--- src/rtl/register_file_pkg.sv ---
// Shared types and helpers for the locking register file.
package register_file_pkg;

  localparam int RF_ADDR_W = 5;
  localparam logic [RF_ADDR_W-1:0] ZERO_REG = '0;

  typedef enum logic [1:0] {
    RD_IDLE = 2'd0,
    RD_WAIT = 2'd1,
    RD_RESP = 2'd2
  } rf_rd_state_e;

  // x0 and anything beyond the implemented words behave as a hard-wired zero register.
  function automatic logic is_null_reg(input logic [RF_ADDR_W-1:0] addr, input int num_words);
    return (addr == ZERO_REG) || (int'(addr) >= num_words);
  endfunction

endpackage

--- src/rtl/rf_read_port.sv ---
// One read port: waits while the addressed register is locked, then captures and acks for one cycle.
module rf_read_port
  import register_file_pkg::*;
#(
  parameter int DataWidth = 32
) (
  input  logic                 clk_i,
  input  logic                 rst_i,
  input  logic                 i_req,
  input  logic                 i_busy,
  input  logic [DataWidth-1:0] i_data,
  output logic                 o_ack,
  output logic [DataWidth-1:0] o_data
);

  rf_rd_state_e         r_state;
  logic [DataWidth-1:0] r_data;
  logic                 w_capture;

  always_comb begin
    w_capture = 1'b0;
    case (r_state)
      RD_IDLE: w_capture = i_req && !i_busy;
      RD_WAIT: w_capture = !i_busy;
      default: w_capture = 1'b0;
    endcase
  end

  always_ff @(posedge clk_i) begin
    if (rst_i) begin
      r_state <= RD_IDLE;
      r_data  <= '0;
    end else begin
      case (r_state)
        RD_IDLE: if (i_req) r_state <= w_capture ? RD_RESP : RD_WAIT;
        RD_WAIT: if (w_capture) r_state <= RD_RESP;
        default: r_state <= RD_IDLE;
      endcase
      if (w_capture) r_data <= i_data;
    end
  end

  assign o_ack  = (r_state == RD_RESP);
  assign o_data = r_data;

endmodule

--- src/rtl/register_file_lock.sv ---
// Register file with per-register lock scoreboard; reads stall on locked registers.
// Define RF_BYPASS_EN to forward same-cycle writeback data straight into waiting read ports.
module register_file_lock
  import register_file_pkg::*;
#(
  parameter int DataWidth = 32,
  parameter int NumWords  = 32,
  parameter int NumRead   = 2,
  parameter int NumSrc    = 2,
  localparam int SelW     = (NumSrc > 1) ? $clog2(NumSrc) : 1,
  localparam int IdxW     = (NumWords > 1) ? $clog2(NumWords) : 1
) (
  input  logic                           clk_i,
  input  logic                           rst_i,
  input  logic [NumRead-1:0]             rd_req_i,
  input  logic [NumRead*RF_ADDR_W-1:0]   rd_addr_i,
  output logic [NumRead-1:0]             rd_ack_o,
  output logic [NumRead*DataWidth-1:0]   rd_data_o,
  input  logic                           lock_req_i,
  input  logic [RF_ADDR_W-1:0]           lock_addr_i,
  output logic                           lock_ack_o,
  input  logic                           wr_req_i,
  input  logic [RF_ADDR_W-1:0]           wr_addr_i,
  input  logic [SelW-1:0]                wr_sel_i,
  input  logic [NumSrc*DataWidth-1:0]    wr_data_i,
  output logic                           wr_ack_o,
  output logic [NumWords-1:0]            busy_o
);

  logic [DataWidth-1:0] r_mem [NumWords];
  logic [NumWords-1:0]  r_busy;
  logic                 r_lock_ack;
  logic                 r_wr_ack;

  logic [NumWords-1:0]  w_busy_next;
  logic [DataWidth-1:0] w_wr_data;
  logic                 w_wr_null;
  logic                 w_wr_en;
  logic                 w_lock_null;
  logic                 w_lock_busy;
  logic                 w_lock_wr_hit;
  logic                 w_lock_grant;
  logic [IdxW-1:0]      w_wr_idx;
  logic [IdxW-1:0]      w_lock_idx;

  // Out-of-range source selects fall back to slice 0.
  always_comb begin
    w_wr_data = wr_data_i[0 +: DataWidth];
    for (int s = 1; s < NumSrc; s++) begin
      if (int'(wr_sel_i) == s) w_wr_data = wr_data_i[s*DataWidth +: DataWidth];
    end
  end

  assign w_wr_idx      = wr_addr_i[IdxW-1:0];
  assign w_lock_idx    = lock_addr_i[IdxW-1:0];
  assign w_wr_null     = is_null_reg(wr_addr_i, NumWords);
  assign w_lock_null   = is_null_reg(lock_addr_i, NumWords);
  assign w_wr_en       = wr_req_i && !w_wr_null;
  assign w_lock_busy   = !w_lock_null && r_busy[w_lock_idx];
  // A writeback to the same register wins this cycle; the lock is granted next cycle at the earliest.
  assign w_lock_wr_hit = w_wr_en && (wr_addr_i == lock_addr_i);
  assign w_lock_grant  = lock_req_i && !r_lock_ack && !w_lock_busy && !w_lock_wr_hit;

  always_comb begin
    w_busy_next = r_busy;
    if (w_lock_grant && !w_lock_null) w_busy_next[w_lock_idx] = 1'b1;
    if (w_wr_en) w_busy_next[w_wr_idx] = 1'b0;
  end

  always_ff @(posedge clk_i) begin
    if (rst_i) begin
      r_busy     <= '0;
      r_lock_ack <= 1'b0;
      r_wr_ack   <= 1'b0;
    end else begin
      r_busy     <= w_busy_next;
      r_lock_ack <= w_lock_grant;
      r_wr_ack   <= wr_req_i;
    end
  end

  always_ff @(posedge clk_i) begin
    if (rst_i) begin
      for (int w = 0; w < NumWords; w++) r_mem[w] <= '0;
    end else if (w_wr_en) begin
      r_mem[w_wr_idx] <= w_wr_data;
    end
  end

  genvar gi;
  for (gi = 0; gi < NumRead; gi++) begin : g_rd
    logic [RF_ADDR_W-1:0] w_addr;
    logic                 w_null;
    logic                 w_byp;
    logic                 w_busy;
    logic [DataWidth-1:0] w_data;
    logic                 w_ack;
    logic [DataWidth-1:0] w_port_data;

    assign w_addr = rd_addr_i[gi*RF_ADDR_W +: RF_ADDR_W];
    assign w_null = is_null_reg(w_addr, NumWords);
`ifdef RF_BYPASS_EN
    assign w_byp  = w_wr_en && (wr_addr_i == w_addr);
`else
    assign w_byp  = 1'b0;
`endif
    assign w_busy = !w_null && r_busy[w_addr[IdxW-1:0]] && !w_byp;
    assign w_data = w_byp ? w_wr_data : (w_null ? '0 : r_mem[w_addr[IdxW-1:0]]);

    rf_read_port #(
      .DataWidth(DataWidth)
    ) u_port (
      .clk_i  (clk_i),
      .rst_i  (rst_i),
      .i_req  (rd_req_i[gi]),
      .i_busy (w_busy),
      .i_data (w_data),
      .o_ack  (w_ack),
      .o_data (w_port_data)
    );

    assign rd_ack_o[gi]                        = w_ack;
    assign rd_data_o[gi*DataWidth +: DataWidth] = w_port_data;
  end

  assign lock_ack_o = r_lock_ack;
  assign wr_ack_o   = r_wr_ack;
  assign busy_o     = r_busy;

endmodule
--- config.mk ---
export PLATFORM = sky130hd
export DESIGN_NAME = register_file_lock
export DESIGN_NICKNAME = d
export VERILOG_FILES = /design/src/rtl/register_file_pkg.sv /design/src/rtl/rf_read_port.sv /design/src/rtl/register_file_lock.sv
export SDC_FILE = /design/constraint.sdc
export NUM_CORES = 2
export LEC_CHECK = 0
export ABC_AREA = 1
export CAP_MARGIN = 20
export CORE_MARGIN = 1
export CORE_UTILIZATION = 25
export DETAILED_ROUTE_END_ITERATION = 6
export PLACE_DENSITY = 0.37
export SKIP_LAST_GASP = 1
export SLEW_MARGIN = 20
export SYNTH_ARGS = -nofsm -noshare
export SYNTH_HDL_FRONTEND = slang
export SYNTH_SLANG_ARGS = --single-unit
--- constraint.sdc ---
create_clock -name clk_i -period 5.3 [get_ports clk_i]
set_input_delay 1.06 -clock clk_i [delete_from_list [all_inputs] [get_ports clk_i]]
set_output_delay 1.06 -clock clk_i [all_outputs]
set_load 0.02 [all_outputs]
==> results.md <==
- Post-layout power: 24.04 mW
- Power spent charging and discharging nets: 7.254 mW
- Height of the die: around 500 um
- Total core area: 0.2491 sq mm
- Ranking of synthesized cells by area: sky130_fd_sc_hd__edfxtp_1 (49%), sky130_fd_sc_hd__nand2_1 (17%), sky130_fd_sc_hd__nand3_1 (15%)
- Required time at the worst-slack endpoint: 5810 ps
- Number of nets in the final layout: slightly below 8000
- Least-Margin Pin Slew: 1104 ps
- Final design instance area without fill: 0.07225 sq mm
- Placed cells: approximately 11000
- Skew-Pair Late Insertion Delay: 830 ps
- Number of DRC violations after detailed-routing iteration 0: roughly 6300
- Worst rel slew slack: 0.2483
- First-pass GRT wire length: 427.9 mm
- Crit path setup slack, layout: 1858 ps
- Number of setup violations in the final report: 0
- Maximum ir drop on the vdd rail: 0.2417 mV
- P_leak: 28.36 nW
- Avg Cell Area, Syn: 7.944 sq um
- Final GP Congestion: 0.8707
- Hold buffers post-CTS: 0
- Top Family by Delay on Critical Path: simple AND/OR/NAND/NOR gates
- Resized cells post-CTS: 0
- Number of antenna violations at the first check in global routing: 9
- I/O pins: between 150 and 200
- Number of optimization iterations in the first detailed-route pass: 7
- Status: finished, violations left
- Final wirelength: between 300 and 400 mm
- Pint: 16.79 mW
- Detail-routed net length per standard cell: 27.21 um
- Post-detailed-route count of antenna-violating nets: 0
- Async S/R FF share, synth: 0
- Synth Register Bits: 1126
- Clock skew: 26.46 ps
- Clock share of power: 0.408
- CTS tree: yes
- Library cell with the largest summed area after synthesis: sky130_fd_sc_hd__edfxtp_1
- All-Layer GR Usage: 0.2361
- Time the worst path needs with I/O delays and setup: 3442 ps
- Worst-path cell chain: clkdlybuf4s50_1, inv_1, nand2_1, o21ai_2, nor2_4, nand3_2, nand2_2, buf_12
- Post CTS Setup Buffer Count: 0
- Final Hold Violating Endpoints: 0
- Total power divided by cell area: 332.7 mW/mm^2
- Category of the worst setup path capture point: flip-flop
- Data arrival time at the worst-slack endpoint: 3950 ps
- Logic pwr share: 0.156
- Critical path's largest stage delay: 680 ps
- Yosys warning total: 0
- Share of power burned in registers: 0.437
- CP max stage cell: sky130_fd_sc_hd__clkdlybuf4s50_1
- Sum Neg Setup Slack: 0 ps
- RSZ-0062 raised after global routing: no
- Vias: 57760
- Synthesized area: 0.06281 sq mm
- Violated checks: DRC
- Number of global-route vias before repair: 55570
- Global-route congestion overflow total: 0
- H-tree Lvls: 4
- Largest driver fanout on the critical path: 18
- Maximum buffer depth of the clock tree: 3
- EDFF count, synth: 1024
- Number of buffers created by CTS: 148
- Post-synth cell types: 33
- Post-synth top cells: sky130_fd_sc_hd__nand2_1 (2800), sky130_fd_sc_hd__nand3_1 (1873), sky130_fd_sc_hd__nor2_1 (1100)
- Area added between synthesis and finish: 15.04%
- Hold Worst Slack: 484.4 ps
- Number of maximum-capacitance constraint violations: 0
- Achievable Freq: 0.2906 GHz
- Number of standard cells in the final layout excluding fillers: 11210
- Root buffer cell: sky130_fd_sc_hd__clkbuf_16
- Worst slack at placement: approximately 1000 ps
- Largest net degree at the start of global routing: 147
- Post-layout util: 0.2900
- # DRC: 10
- Fraction of the cycle the final worst path needs: 0.6494
- Path category of the worst min-delay check: reg -> reg
- Estimated wirelength of the detail-placed design: 178.0 mm
- Post-Place Cell Area: 0.06767 sq mm
- Std-Cell Rows: approximately 180
- Clock input transition at the sequential cells of the worst setup and hold paths: 50 ps
- Width of the chip: 503.2 um
- Initial cell density of the core: 0.2521
- Switch share: 0.3017
- Area share of the largest cell type after synthesis: 0.4896
- Post-Syn Instances: 7906
- Port Buffer Count: 190
- Number of sinks driven by the clock tree: between 1000 and 1500
- Mean number of vias per cell: 5.151
- Critical path type: in -> reg
- WP buf/inv: 3
- Most frequently used flop master after synthesis: sky130_fd_sc_hd__edfxtp_1
- Library cell with the highest instance count after synthesis: sky130_fd_sc_hd__nand2_1
- Sequential cell area fraction in the yosys report: 0.5221
- Layout cell share with drive strength beyond 1: 0.06724
- Pins Over Slew Limit: 0
- Nature of the critical path startpoint: input pin
- Die Outline Area: ~0.25 sq mm
## registers in the layout, indices dropped and copies added, names as in the netlist
| signal | flops |
|---|---|
| r_mem | 1024 |
| g_rd.u_port.o_data | 64 |
| busy_o | 32 |
| g_rd.u_port.r_state | 4 |
| lock_ack_o | 1 |
| wr_ack_o | 1 |
## worst paths after layout
check / startpoint / slack [ps] / end / cells after the start
hold / removal: g_rd[1].u_port.o_data[30]$_SDFFE_PP0P_ / 480 / g_rd[1].u_port.o_data[30]$_SDFFE_PP0P_ / 2
hold reg to reg: g_rd[1].u_port.o_data[30]$_SDFFE_PP0P_ / 480 / g_rd[1].u_port.o_data[30]$_SDFFE_PP0P_ / 2
setup / recovery: wr_addr_i[1] / 1860 / r_mem[26][10]$_SDFFCE_PN0P_ / 8
setup reg to reg: busy_o[10]$_SDFF_PP0_ / 2590 / g_rd[1].u_port.o_data[3]$_SDFFE_PP0P_ / 10
## kinds of logic (layout without fill, tap and decap cells)
group | after synthesis | count (layout) | synth area share
AOI/OAI and AO/OA | 113 | 113 | 0.009323
other | 1 | 34 | 0.00005971
and+or+nand+nor | 5849 | 5849 | 0.3926
buffers and inverters | 784 | 729 | 0.07070
DFF | 1126 | 1126 | 0.5221
xor gates and xnor gates | 1 | 1 | 0.0001395
muxes | 32 | 32 | 0.005100
## layout by cell type (no fill, tap or decap), drive strengths merged
cell type and instances:
a21oi 98, buf 207, bufinv 2, clkbuf 203, clkdlybuf4s50 178, clkinv 62
conb 32, dfxtp 102, diode 2, edfxtp 1024, inv 77, mux2i 32
nand2 2802, nand3 1885, nand4 42, nor2 1105, nor3 13, nor4 2
o21ai 13, o21bai 2, xnor2 1
## metal layers
metal | track usage | routed length, um
met5 | 0 | 39
met4 | 0.08982 | 11380
met3 | 0.03283 | 20550
met2 | 0.3904 | 144100
met1 | 0.3109 | 129000
## worst reg2reg max path, stage by stage (launching register included)
cell,delay [ps]
sky130_fd_sc_hd__dfxtp_1,540
sky130_fd_sc_hd__inv_1,100
sky130_fd_sc_hd__o21ai_0,330
sky130_fd_sc_hd__nand3_1,110
sky130_fd_sc_hd__nand2_1,100
sky130_fd_sc_hd__nand2_1,50
sky130_fd_sc_hd__nand3_1,130
sky130_fd_sc_hd__nand3_4,560
sky130_fd_sc_hd__buf_4,460
sky130_fd_sc_hd__a21oi_1,150
sky130_fd_sc_hd__nor2_1,60
## power by group through the flow
stage	sequential [mW]	combinational [mW]	clock, mW
3_5_place_dp	10.7	3.72	0
5_1_grt	10.6	3.99	10.3
6_report	10.5	3.74	9.80
2_1_floorplan	10.7	2.03	0
3_3_place_gp	10.7	3.71	0
4_1_cts	10.5	3.73	10.0
## layout make-up
cell class                 count  area, sq um
antenna                        2        5.005
clock buffer                 203         4179
clock inverter                65        400.4
fill                       26550       176900
inverter                      76        367.9
multi-input combinational   6027        26300
sequential                  1126        32790
tap                         3330         4167
timing repair buffer         385         4039
No activity file was read; power rests on OpenSTA's default activity.
